===== config.mk =====
export PLATFORM = sky130hd
export DESIGN_NAME = hls_bus_arbiter
export DESIGN_NICKNAME = d
export VERILOG_FILES = /design/src/rtl/hls_bus_arbiter.sv
export SDC_FILE = /design/constraint.sdc
export NUM_CORES = 1
export LEC_CHECK = 0
export ABC_AREA = 1
export CAP_MARGIN = 5
export CORE_AREA = 2 2 118 120
export DETAILED_ROUTE_END_ITERATION = 7
export DIE_AREA = 0 0 120 122
export PLACE_DENSITY = 0.56
export SYNTH_ARGS = -nofsm -noshare
export SYNTH_HDL_FRONTEND = slang
export SYNTH_SLANG_ARGS = --single-unit
export TNS_END_PERCENT = 50

===== constraint.sdc =====
create_clock -name clk -period 6.75 [get_ports clk]
set_input_delay 1.0125 -clock clk [delete_from_list [all_inputs] [get_ports clk]]
set_output_delay 1.0125 -clock clk [all_outputs]
set_load 0.01 [all_outputs]

===== src/rtl/hls_bus_arbiter.sv =====
// hls_bus_arbiter: round-robin sharing of one HLS cmd/rsp bridge among N_REQ simple-bus masters
module hls_bus_arbiter #(
    parameter int N_REQ = 2,
    parameter int DATA_WIDTH = 32,
    parameter int DATA_ADDR_WIDTH = 32,
    parameter int MAX_OUTSTANDING = 4,
    localparam int PW = DATA_ADDR_WIDTH + DATA_WIDTH + 10
) (
    input  logic                  clk,
    input  logic                  rst_n,
    input  logic [N_REQ-1:0]      s_cmd_valid,
    output logic [N_REQ-1:0]      s_cmd_ready,
    input  logic [N_REQ*PW-1:0]   s_cmd_payload,
    output logic [N_REQ-1:0]      s_rsp_valid,
    output logic [DATA_WIDTH-1:0] s_rsp_data,
    output logic                  s_rsp_last,
    output logic                  m_cmd_valid,
    input  logic                  m_cmd_ready,
    output logic [PW-1:0]         m_cmd_payload,
    input  logic                  m_rsp_valid,
    input  logic [DATA_WIDTH-1:0] m_rsp_data,
    input  logic                  m_rsp_last,
    output logic [N_REQ-1:0]      grant,
    output logic                  rsp_orphan
);
    localparam int IW = $clog2(N_REQ);
    localparam int AW = $clog2(MAX_OUTSTANDING);
    typedef enum logic {IDLE, LOCKED} state_t;
    state_t state, state_n;
    logic [IW-1:0] owner, owner_n, rr_ptr, rr_n, sel, cand, head;
    logic [IW-1:0] fifo [MAX_OUTSTANDING];
    logic [AW-1:0] wr_ptr, rd_ptr;
    logic [AW:0] count;
    logic [PW-1:0] pay;
    logic found, full, empty, blk, acc, push, pop, is_wr, is_last;
    assign s_rsp_data = m_rsp_data;
    assign s_rsp_last = m_rsp_last;
    always_comb begin
        sel = owner;
        cand = owner;
        found = state == LOCKED;
        if (state == IDLE) begin
            // descending scan: the last hit is the nearest valid after rr_ptr
            for (int k = N_REQ; k >= 1; k--) begin
                cand = IW'((int'(rr_ptr) + k) % N_REQ);
                if (s_cmd_valid[cand]) begin
                    sel = cand;
                    found = 1'b1;
                end
            end
        end
        pay = s_cmd_payload[int'(sel)*PW +: PW];
        is_wr = pay[5];
        is_last = pay[0];
        full = count == (AW+1)'(MAX_OUTSTANDING);
        empty = count == '0;
        blk = full & ~is_wr;
        m_cmd_valid = rst_n & found & s_cmd_valid[sel] & ~blk;
        m_cmd_payload = pay;
        s_cmd_ready = '0;
        s_cmd_ready[sel] = rst_n & m_cmd_ready & ~blk;
        grant = '0;
        grant[sel] = rst_n & found;
        acc = m_cmd_valid & m_cmd_ready;
        push = acc & ~is_wr;
        pop = m_rsp_valid & m_rsp_last & ~empty;
        state_n = acc ? (is_last ? IDLE : LOCKED) : state;
        owner_n = (acc & ~is_last) ? sel : owner;
        rr_n = (acc & is_last) ? sel : rr_ptr;
        head = fifo[rd_ptr];
        s_rsp_valid = '0;
        s_rsp_valid[head] = rst_n & m_rsp_valid & ~empty;
    end
    always_ff @(posedge clk) begin
        if (!rst_n) begin
            state <= IDLE;
            owner <= '0;
            rr_ptr <= IW'(N_REQ - 1);
            wr_ptr <= '0;
            rd_ptr <= '0;
            count <= '0;
            rsp_orphan <= 1'b0;
        end else begin
            state <= state_n;
            owner <= owner_n;
            rr_ptr <= rr_n;
            if (push) begin
                fifo[wr_ptr] <= sel;
                wr_ptr <= wr_ptr + 1'b1;
            end
            if (pop) rd_ptr <= rd_ptr + 1'b1;
            count <= count + (AW+1)'(push) - (AW+1)'(pop);
            if (m_rsp_valid & empty) rsp_orphan <= 1'b1;
        end
    end
endmodule


==> flow_metrics.tcl <==
set metrics [dict create \
    netlist_area_um2 2110 \
    post-place-ws_ns 1.82 \
    fmax_mhz 204 \
    post-route-min-period_ns 4.90 \
    cts_tree "done" \
    fin_skew_ns 0.000820 \
    place_inst 760 \
    num_vias 2892 \
    async_flop_share_pct 0 \
    grt_pass1_vias 2915 \
    r2r_end "count[2]$_SDFF_PN0_" \
    ys_seq_area_share_pct 18.0 \
    instances_no_fill 765 \
    h-tree-depth 1 \
    grt-ovfl-total 0 \
    die_w_um 120 \
    min_from "rsp_orphan$_SDFFE_PN0P_" \
    synth_enable_flop_cells 4 \
    p_per_area_nw_per_um2 137 \
    setup_ws_ns 1.85 \
    fin_crit_sh_pct 72.6 \
    finalSetupTns_ns 0 \
    final_max_slew_viol_count 0 \
    drcViolationCount 0 \
    placementRows 43 \
    arrival_ns 3.89 \
    vias_per_cell 3.78 \
    cts-root-buf "clkbuf_16" \
    muxShareOfSynthArea_pct 0 \
    crit_type "in2out" \
    dr.pass1.iters 5 \
    syn_inst 391 \
    ff2ff_path_depth 16 \
    synth_area_leader_cell "nand2_1" \
    routed_wl_mm 10.0 \
    io_pins 302 \
    rrSetupSlack_ns 3.20 \
    synth_top_family_by_area "simple AND/OR/NAND/NOR gates" \
    peakVddDrop_v 0.0000786 \
    regToRegStartpoint "state$_SDFFE_PN0N_" \
    synth-compound-area-share_pct 3.86 \
    cts-hold-fix-buffers 0 \
    hp-class "reg2reg" \
    synth_fp_nets 585 \
    leakagePower_nw 2.07 \
    grt_pass1_wl_mm 14.8 \
    path_max_fanout 73 \
    status "finished clean" \
    max_slew_margin_pct 42.4 \
    drtIter0Drc 128 \
    dpl.hpwl_mm 8.34 \
    cts_buffers 3 \
    ys_seq_elements 17 \
    rsz0062_at_grt "no" \
    drive_above_1_share_pct 3.08 \
    wl_per_cell_um 13.1 \
    grt_use_total_pct 12.5 \
    initial_utilization_pct 15.6 \
    clock_sinks 17 \
    layout.nets 779 \
    dieHeight_um 122 \
    hold_viol_final 0 \
    synth_cell_types 28 \
    synth_most_common_cell "nand2_1" \
    cp-start-kind "primary input" \
    clock_path_buffers 2 \
    synth_flop_cell "dfxtp_1" \
    core-area_um2 13500 \
    clk_pin_slew_worst_paths_ns 0.05 \
    synthTopCellsByCount "nand2_1, buf_4, inv_1" \
    max_cap_viol_count 0 \
    synth-xor-area-share_pct 0.415 \
    ant_nets 0 \
    die_area_um2 14600 \
    postCtsResizedCells 0 \
    synth_top_cells_by_area "nand2_1, dfxtp_1, buf_4" \
    yosys_warnings 0 \
    grt_antenna_before_repair 1 \
    max_slew.worst_pin.slew_ns 0.862 \
    final_core_util_pct 33.1 \
    crit_start "s_cmd_valid[0]" \
    synth_fa_ha_area_share_pct 4.51 \
    grt_max_degree 74 \
    avgSynthCellArea_um2 5.40 \
    endpoint_kind "output pin" \
    cts_setup_buffers 0 \
    place_congestion 0.805 \
    crit_required_ns 5.74 \
    p_total_uw 613 \
    crit_end "m_cmd_payload[61]" \
    portBuffers 237 \
    syn_to_final_growth_pct 112 \
    yosysTopAreaCellShare_pct 42.3 \
    yosys.area_share.simple_pct 52.5 \
    worst_skew_pair.late_latency_ns 0.25 \
    finalSetupViolCount 0 \
]
-- worst max-delay path, cell delays in order --
cell and delay (ns):
clkdlybuf4s50_1 0.54, nand2_1 0.09, nand2_2 0.09, nand2_2 0.49
inv_2 0.15, buf_4 0.56, nand2_1 0.23, nand2_1 0.10
clkdlybuf4s50_1 0.55
-- layer usage --
metal	vias up	global-route usage [%]	part of all wire (%)
met2	122	23.2	52
met3	8	4.31	9.2
met4	0	1.62	0.60
met5	-	0	0
met1	1235	14.2	38
li1	1527	-	-
-- cell usage in the layout, fill, tap and decap left out --
master             n
nand2_1          238
clkdlybuf4s50_1  237
inv_1             26
nor2_1            16
dfxtp_1           13
a21oi_1            8
ha_1               6
nand3_1            5
edfxtp_1           4
nand2_2            3
nand4_1            3
o21ai_0            3
clkbuf_16          3
inv_2              2
nand3_2            2
nand3b_1           2
buf_4              2
diode_2            1
nor3_1             1
o21ai_2            1
nand2_4            1
nor3b_1            1
nand4_4            1
a32oi_1            1
xor2_1             1
nor2_4             1
a21oi_2            1
fa_1               1
clkinv_2           1
-- worst min-delay path by stage --
stage	endpoint	slack (ns)	depth (start not counted)
floorplan	register	0.44	2
global placement	rsp_orphan$_SDFFE_PN0P_	0.45	2
detailed placement	count[2]$_SDFF_PN0_	0.46	1
CTS	count[2]$_SDFF_PN0_	0.47	1
global route	rsp_orphan$_SDFFE_PN0P_	0.48	2
finish	rsp_orphan$_SDFFE_PN0P_	0.46	2
-- kinds of logic after synthesis --
group           count (synthesis)
simple gates                  274
buf+inv                        78
flops                          17
compound gates                 14
fa+ha+maj                       7
xor+xnor                        1
-- layout make-up --
type	instances	area, um^2
tap	180	225
inverter	28	105
timing repair buffer	239	2390
multi-input combinational	296	1290
sequential	17	380
antenna	1	2.50
clock buffer	3	75.1
fill	1480	9030
clock inverter	1	5.00
-- where the power goes --
part,leakage (nW),internal [mW],switching [mW]
sequential,0.142,0.117,0.00995
combinational,1.89,0.211,0.157
clock,0.0409,0.0792,0.0388
total,2.07,0.408,0.206
-- through the flow --
step | hold WS [ns] | area, um^2
after floorplan | 0.436 | 2110
after global placement | 0.447 | 4390
after detailed placement | 0.457 | 4390
after CTS | 0.472 | 4470
after global routing | 0.485 | 4470
final | 0.460 | 4470
No activity file was read; power rests on OpenSTA's default activity.
